===== src/rtl/cache_arb_pkg.sv =====
// Shared definitions for the cache port arbiter.
//   state_e  : arbiter FSM states (IDLE / BUSY / RESP)
//   PORT_M0  : requester id of the instruction-fetch port
//   PORT_M1  : requester id of the data load/store port
package cache_arb_pkg;

    typedef enum logic [1:0] {
        ST_IDLE = 2'd0,
        ST_BUSY = 2'd1,
        ST_RESP = 2'd2
    } state_e;

    localparam logic PORT_M0 = 1'b0;
    localparam logic PORT_M1 = 1'b1;

endpackage


===== src/rtl/rr_arb2.sv =====
// Two-way round-robin picker (purely combinational).
// Ports:
//   req_i        [1:0] request vector, bit 0 = m0, bit 1 = m1
//   last_grant_i       id of the requester granted most recently
//   gnt_valid_o        at least one request is present
//   gnt_id_o           id of the winning requester
module rr_arb2
    import cache_arb_pkg::*;
(
    input  logic [1:0] req_i,
    input  logic       last_grant_i,
    output logic       gnt_valid_o,
    output logic       gnt_id_o
);

    always_comb begin
        gnt_valid_o = |req_i;
        if (req_i == 2'b11) begin
            // Tie: the requester that did not win last time goes first.
            gnt_id_o = ~last_grant_i;
        end else if (req_i[1]) begin
            gnt_id_o = PORT_M1;
        end else begin
            gnt_id_o = PORT_M0;
        end
    end

endmodule


===== src/rtl/cache_port_arbiter.sv =====
// Shares the single cache_controller request port between m0 (instruction
// fetch) and m1 (data load/store). One op is outstanding at a time; the
// granted request is held on the cache port until c_ready or a watchdog
// timeout, then a one-cycle ack (plus read data / error) goes back.
// Ports:
//   clk, rst                 clock, asynchronous active-low reset
//   mX_req/rw/addr/wdata     requester X op (held until mX_ack)
//   mX_ack, mX_rdata         requester X completion pulse and read data
//   c_req/rw/addr/wdata      request to the cache, held until c_ready
//   c_rdata, c_ready         cache read data and completion pulse
//   ack_err                  current ack is for a timed-out op
//   err_timeout              sticky timeout flag
//   gnt_cnt0, gnt_cnt1       wrapping grant counters per requester
module cache_port_arbiter
    import cache_arb_pkg::*;
#(
    parameter int AW          = 32,
    parameter int DW          = 32,
    parameter int TIMEOUT_CYC = 64,
    parameter int CW          = 16
) (
    input  logic          clk,
    input  logic          rst,
    input  logic          m0_req,
    input  logic          m0_rw,
    input  logic [AW-1:0] m0_addr,
    input  logic [DW-1:0] m0_wdata,
    output logic          m0_ack,
    output logic [DW-1:0] m0_rdata,
    input  logic          m1_req,
    input  logic          m1_rw,
    input  logic [AW-1:0] m1_addr,
    input  logic [DW-1:0] m1_wdata,
    output logic          m1_ack,
    output logic [DW-1:0] m1_rdata,
    output logic          c_req,
    output logic          c_rw,
    output logic [AW-1:0] c_addr,
    output logic [DW-1:0] c_wdata,
    input  logic [DW-1:0] c_rdata,
    input  logic          c_ready,
    output logic          ack_err,
    output logic          err_timeout,
    output logic [CW-1:0] gnt_cnt0,
    output logic [CW-1:0] gnt_cnt1
);

    localparam int             WDW       = (TIMEOUT_CYC > 2) ? $clog2(TIMEOUT_CYC) : 1;
    localparam logic [WDW-1:0] WDOG_LAST = WDW'(TIMEOUT_CYC - 1);

    state_e          state_q;
    logic            last_grant_q;
    logic            gnt_id_q;
    logic [WDW-1:0]  wdog_q;
    logic            c_req_q;
    logic            c_rw_q;
    logic [AW-1:0]   c_addr_q;
    logic [DW-1:0]   c_wdata_q;
    logic            m0_ack_q;
    logic            m1_ack_q;
    logic [DW-1:0]   m0_rdata_q;
    logic [DW-1:0]   m1_rdata_q;
    logic            ack_err_q;
    logic            err_timeout_q;
    logic [CW-1:0]   gnt_cnt0_q;
    logic [CW-1:0]   gnt_cnt1_q;

    logic            pick_valid;
    logic            pick_id;

    rr_arb2 u_rr_arb2 (
        .req_i        ({m1_req, m0_req}),
        .last_grant_i (last_grant_q),
        .gnt_valid_o  (pick_valid),
        .gnt_id_o     (pick_id)
    );

    always_ff @(posedge clk or negedge rst) begin
        if (!rst) begin
            state_q       <= ST_IDLE;
            last_grant_q  <= PORT_M1;   // m0 wins the first tie
            gnt_id_q      <= PORT_M0;
            wdog_q        <= '0;
            c_req_q       <= 1'b0;
            c_rw_q        <= 1'b0;
            c_addr_q      <= '0;
            c_wdata_q     <= '0;
            m0_ack_q      <= 1'b0;
            m1_ack_q      <= 1'b0;
            m0_rdata_q    <= '0;
            m1_rdata_q    <= '0;
            ack_err_q     <= 1'b0;
            err_timeout_q <= 1'b0;
            gnt_cnt0_q    <= '0;
            gnt_cnt1_q    <= '0;
        end else begin
            case (state_q)
                ST_IDLE: begin
                    if (pick_valid) begin
                        gnt_id_q <= pick_id;
                        c_req_q  <= 1'b1;
                        wdog_q   <= '0;
                        state_q  <= ST_BUSY;
                        if (pick_id == PORT_M0) begin
                            c_rw_q     <= m0_rw;
                            c_addr_q   <= m0_addr;
                            c_wdata_q  <= m0_wdata;
                            gnt_cnt0_q <= gnt_cnt0_q + CW'(1);
                        end else begin
                            c_rw_q     <= m1_rw;
                            c_addr_q   <= m1_addr;
                            c_wdata_q  <= m1_wdata;
                            gnt_cnt1_q <= gnt_cnt1_q + CW'(1);
                        end
                    end
                end

                ST_BUSY: begin
                    wdog_q <= wdog_q + WDW'(1);
                    // c_ready has priority over a watchdog expiry in the same cycle.
                    if (c_ready) begin
                        c_req_q   <= 1'b0;
                        ack_err_q <= 1'b0;
                        state_q   <= ST_RESP;
                        if (gnt_id_q == PORT_M0) begin
                            m0_ack_q   <= 1'b1;
                            m0_rdata_q <= c_rdata;
                        end else begin
                            m1_ack_q   <= 1'b1;
                            m1_rdata_q <= c_rdata;
                        end
                    end else if (wdog_q == WDOG_LAST) begin
                        // Abandon the op: ack with error and zero data.
                        c_req_q       <= 1'b0;
                        ack_err_q     <= 1'b1;
                        err_timeout_q <= 1'b1;
                        state_q       <= ST_RESP;
                        if (gnt_id_q == PORT_M0) begin
                            m0_ack_q   <= 1'b1;
                            m0_rdata_q <= '0;
                        end else begin
                            m1_ack_q   <= 1'b1;
                            m1_rdata_q <= '0;
                        end
                    end
                end

                ST_RESP: begin
                    // Ack is visible during this state only; requests are not sampled here.
                    m0_ack_q     <= 1'b0;
                    m1_ack_q     <= 1'b0;
                    ack_err_q    <= 1'b0;
                    last_grant_q <= gnt_id_q;
                    state_q      <= ST_IDLE;
                end

                default: begin
                    state_q <= ST_IDLE;
                end
            endcase
        end
    end

    assign c_req       = c_req_q;
    assign c_rw        = c_rw_q;
    assign c_addr      = c_addr_q;
    assign c_wdata     = c_wdata_q;
    assign m0_ack      = m0_ack_q;
    assign m1_ack      = m1_ack_q;
    assign m0_rdata    = m0_rdata_q;
    assign m1_rdata    = m1_rdata_q;
    assign ack_err     = ack_err_q;
    assign err_timeout = err_timeout_q;
    assign gnt_cnt0    = gnt_cnt0_q;
    assign gnt_cnt1    = gnt_cnt1_q;

endmodule


===== config.mk =====
export PLATFORM = sky130hd
export DESIGN_NAME = cache_port_arbiter
export DESIGN_NICKNAME = d
export VERILOG_FILES = /design/src/rtl/cache_arb_pkg.sv /design/src/rtl/rr_arb2.sv /design/src/rtl/cache_port_arbiter.sv
export SDC_FILE = /design/constraint.sdc
export NUM_CORES = 1
export LEC_CHECK = 0
export CAP_MARGIN = 20
export CORE_MARGIN = 5
export CORE_UTILIZATION = 40
export DETAILED_ROUTE_END_ITERATION = 8
export GPL_TIMING_DRIVEN = 0
export PLACE_DENSITY = 0.78
export SYNTH_ARGS = -nofsm -noshare
export SYNTH_HDL_FRONTEND = slang
export SYNTH_SLANG_ARGS = --single-unit

===== constraint.sdc =====
create_clock -name clk -period 4.2 [get_ports clk]
set_input_delay 0.63 -clock clk [delete_from_list [all_inputs] [get_ports clk]]
set_output_delay 0.63 -clock clk [all_outputs]
set_load 0.1 [all_outputs]

[Word-level counts from Yosys, hierarchy flattened]
Index checks and enable logic that the tools add are counted.
Widths: inputs -> output; s select.
Cells by class
  add/sub/neg operators: 3
  equal/unequal tests: 6
  muxes and demuxes: 34
  bitwise operators: 4
  reduce and logical (&&, ||, !) cells: 15
Operator list (count)
  $mux 32: 10
  $add 16x1->16 const B: 2
  $reduce_and 3->1: 6
  $mux 1: 14
  $pmux 6 s2: 1
  $pmux 1 s2: 4
  $reduce_and 2->1: 4
  $add 6x1->6 const B: 1
  $eq 6x6->1 const B: 1
  $mux 2: 3
  $mux 6: 1
  $reduce_bool 2->1: 3
  $eq 2x2->1 const B: 2
  $not 1->1: 4
  $pmux 2 s2: 1
  $ne 3x3->1 const B: 1
  $eq 2x1->1 const B: 1
  $logic_not 2->1: 1
  $ne 2x2->1 const B: 1
  $reduce_or 2->1: 1
Storage, ports and cells
  flip-flop bits (word level): 176
  output and inout bits: 166
  word-level logic and storage cells: 78

[Logic depth before layout (Yosys ltp)]
  depth in word-level cells: 4
  gate-level depth with buffers: 9
  depth with buffers taken out: 6

[Modules after synthesis]
Synthesis repeated with hierarchy kept, for this count alone.
Second synthesis, totals
  cell total of the unflattened synthesis: 622
  area, all modules: 7478.4 um^2
Modules (own cells, without submodules)
  cache_port_arbiter: instances 1, cells each 620, area an instance 7464.7 um^2
  rr_arb2: instances 1, cells each 2, area an instance 13.8 um^2

[Worst setup path before layout]
OpenSTA, ideal clock, no wires.
  path type: register to register
  start point: reg gnt_cnt0_q[0] (netlist: gnt_cnt0[0])
  end point: reg gnt_cnt0_q[10] (netlist: gnt_cnt0[10])
  arrival time: 2.118 ns
  data required time: 4.042 ns
  path slack: 1.924 ns
  stages on the path, launching flop included: 6
  buffers on the path: 0
  period minus slack after synthesis: 2.276 ns
  cell sequence: dfrtp_1 ha_1 nand3_1 nor4_1 nand4_1 xnor2_1
On the way
  cells in the longest elaborated chain, start to end: 1
RTL lines
  start: declaration: line cache_port_arbiter.sv:65  | logic [CW-1:0] gnt_cnt0_q;
  start signal: assignment: line cache_port_arbiter.sv:108  | gnt_cnt0_q <= gnt_cnt0_q + CW'(1);
  $add 16x1->16: line cache_port_arbiter.sv:108
No other way between the ends.
A chain may end at the register's enable or synchronous reset.

[Worst setup path after layout]
  start point: reg gnt_cnt1_q[2] (netlist: gnt_cnt1[2])
  end point: out gnt_cnt1[2]
RTL lines
  start: declaration: line cache_port_arbiter.sv:66  | logic [CW-1:0] gnt_cnt1_q;
  start signal: assignment: line cache_port_arbiter.sv:113  | gnt_cnt1_q <= gnt_cnt1_q + CW'(1);
  end: declaration: line cache_port_arbiter.sv:45  | output logic [CW-1:0] gnt_cnt1
No word-level cell between the ends.

==> summary.md <==
| Metric | Value |
|---|---|
| Run status | `completed` |
| End-of-flow core utilization | `0.640` |
| Row cnt | `49` |
| Compound-cell area share of the yosys netlist | `0.172` |
| Placeable core area | `17800 sq um` |
| CTS max path bufs | `2` |
| Xor/xnor share of the synthesized area | `0.0416` |
| Syn_nets | `759` |
| Distinct cell type count after synthesis | `46` |
| Final instance area | `11400 sq um` |
| Startpoint types | `register` |
| Worst hold path type | `input port to asynchronous set/reset pin` |
| Syn avg cell area | `12.2 sq um` |
| Width of the die | `144 um` |
| Combinational family with the most area after synthesis | `compound AO/OA/AOI/OAI gates` |
| Highest clock rate | `0.372 GHz` |
| Port bufs | `332` |
| Area grow syn2layout | `58.9%` |
| Crit path largest cell delay | `1190 ps` |
| Synthesis Warnings | `0` |
| Crit. End Element | `primary output` |
| Mapped cell area | `7160 sq um` |
| Total gr overflow | `0` |
| Crit path required time | `3570 ps` |
| Ports | `333` |
| Setup TNS | `0 ps` |
| Worst skew pair latency | `430 ps` |
| Crit Path Max Fanout | `5` |
| Final setup viols | `0` |
| M3 GR Usage | `0.0739` |
| Post-synthesis mux area share | `0.0311` |
| Layout cells sized above 1 | `0.0578` |
| CP delay by family, top | `buffers and inverters` |
| Worst-path cell chain | `clkdlybuf4s50_1` |
| Slew margin rel. | `0.304` |
| Post-route DRC | `0` |
| Setup CP Type | `register to primary output` |
| Worst Skew | `6.66 ps` |
| Hold Violations, Final | `0` |
| Post-Synth Simple-Gate Area | `0.0759` |
| Root buf cell | `clkbuf_16` |
| Largest net degree at the start of global routing | `95` |
| TritonCTS clock tree | `done` |
| # Post-CTS Setup Buffers | `0` |
| DP Area | `10800 sq um` |
| H-tree depth | `4` |
| Critical path's slowest cell | `clkdlybuf4s50_1` |
| Initial Util | `0.403` |
| Seq/Total Area, Yosys | `0.615` |
| First-pass GRT wire length | `36.1 mm` |
| #FFs+latches synth | `176` |
| Max-slew violation count | `0` |
| RSZ-0062 raised after global routing | `no` |
| CP Buf/Inv Count | `1` |
| Routability cong. | `0.821` |
| Worst-Margin Slew | `1040 ps` |
| Clk sinks | `176` |
| WP data arrival | `2060 ps` |
| Fin crit period | `2690 ps` |
| TritonCTS Buffers | `17` |
| Wire length per cell | `19.9 um` |
| Setup WS pre-CTS | `1200 ps` |
| Clock-pin slew on the worst setup and hold paths | `70 ps` |
| TritonRoute pass-1 iters | `5` |
| Via density | `5.29` |
| Met1 usage | `0.283` |
| Filler instances | `1378` |
| Final ANT Viol Nets | `0` |
| Met2 usage | `0.367` |
| Die area | `20700 sq um` |
| Initial antenna violation count | `2` |
| Cells after synthesis | `586` |
| GRT busiest layer | `met2` |
| Post-route setup slack | `1510 ps` |
| Die height | `144 um` |
| Total GRT Usage | `0.227` |
| Resize count post-CTS | `0` |
| Final Cycle Share | `0.640` |
| Post-Route WL | `23.6 mm` |
| Max-cap violations | `0` |
| Cts hold-fix bufs | `0` |
| Final HPWL DP | `17.7 mm` |
| Vias in the first global route | `6469` |
| Post-Synth Adder-Cell Area | `0.0105` |
| Vias | `6263` |
| Nets | `1111` |
| Starting DRT DRC Count | `455` |
[per-layer routing]
| metal | routed length (um) | vias up | part of all wire |
|---|---|---|---|
| met5 | 0 | - | 0 |
| met4 | 552 | 0 | 0.023 |
| met3 | 2220 | 34 | 0.094 |
| met2 | 11700 | 280 | 0.49 |
| met1 | 9160 | 3085 | 0.39 |
| li1 | - | 2864 | - |
[final timing paths]
kind,slack (ps),to,cells after the start,from
max,1510,gnt_cnt1[2],1,gnt_cnt1[2]
min,160,m1_rdata[2],1,rst
max reg2reg,1750,c_wdata[31],8,state_q[0]
min reg2reg,470,gnt_cnt0[15],1,gnt_cnt0[15]
max in group asynchronous,3160,m1_rdata[30],2,rst
min in group clk,470,gnt_cnt0[15],1,gnt_cnt0[15]
[sequential cells by signal, indices dropped and copies added, names as in the netlist]
signal and count:
m0_rdata 32, c_wdata 32, state_q 2, gnt_cnt0 16, c_rw 1, last_grant_q 1
c_addr 32, m1_rdata 32, gnt_cnt1 16, c_req 1, m0_ack 1, gnt_id_q 1
m1_ack 1, wdog_q 6, ack_err 1, err_timeout 1
[placed cells by master (no fill, tap or decap), drive strengths merged, types with 20 or more instances in the layout]
cell,n
xnor2,25
nand2,40
o21ai,28
clkdlybuf4s50,331
a22o,64
mux2i,20
inv,62
dfrtp,175
clkbuf,41
a222oi,46
[logic make-up after synthesis]
group           count (synthesis)
compound gates                147
xor+xnor                       34
fa+ha+maj                       6
buf+inv                        93
flops                         176
mux                            22
simple gates                  108
[synthesized netlist by cell type, drive strengths merged]
| library cell | number | area (sq um) |
|---|---|---|
| dfstp | 1 | 26.3 |
| a32o | 1 | 10.0 |
| inv | 53 | 199 |
| nand2 | 40 | 150 |
| nor3b | 3 | 22.5 |
| a22o | 64 | 561 |
| o21bai | 1 | 7.51 |
| a222oi | 46 | 460 |
| mux2 | 2 | 22.5 |
| or3 | 1 | 6.26 |
| or2 | 2 | 12.5 |
| nor4 | 5 | 37.5 |
| o21ai | 28 | 140 |
| nand3b | 1 | 7.51 |
| nor3 | 6 | 35.0 |
| nor2b | 2 | 12.5 |
| a21bo | 1 | 10.0 |
| xor2 | 9 | 78.8 |
| mux2i | 20 | 200 |
| ha | 6 | 75.1 |
| clkbuf | 24 | 90.1 |
| and3b | 1 | 8.76 |
| and3 | 3 | 18.8 |
| nand2b | 1 | 6.26 |
| nand4 | 8 | 50.1 |
| o21a | 2 | 15.0 |
| xnor2 | 25 | 219 |
| a31oi | 1 | 6.26 |
| nor2 | 16 | 60.1 |
| a21oi | 2 | 10.0 |
| and4 | 3 | 26.3 |
| and2 | 1 | 6.26 |
| dfrtp | 175 | 4380 |
| o22a | 1 | 8.76 |
| or3b | 2 | 17.5 |
| nand3 | 13 | 65.1 |
| buf | 16 | 96.3 |
[final cells by class]
type	instances	area, sq um	area share
sequential	176	4410	0.387
clock buffer	17	425	0.0374
timing repair buffer	333	3360	0.295
inverter	53	199	0.0175
clock inverter	15	143	0.0125
antenna	3	7.51	0.000660
tap	229	287	0.0252
buffer	40	186	0.0164
multi-input combinational	317	2370	0.208
[per-stage QoR]
stage | hold WS [ps] | cells
floorplan | 334 | 586
global placement | 461 | 1147
detailed placement | 465 | 1148
CTS | 203 | 1180
global route | 211 | 1182
finish | 158 | 1183
Power is left out: the tool's default activity adds up to more than one toggle a clock period on the data nets, which glitch-free logic cannot reach.
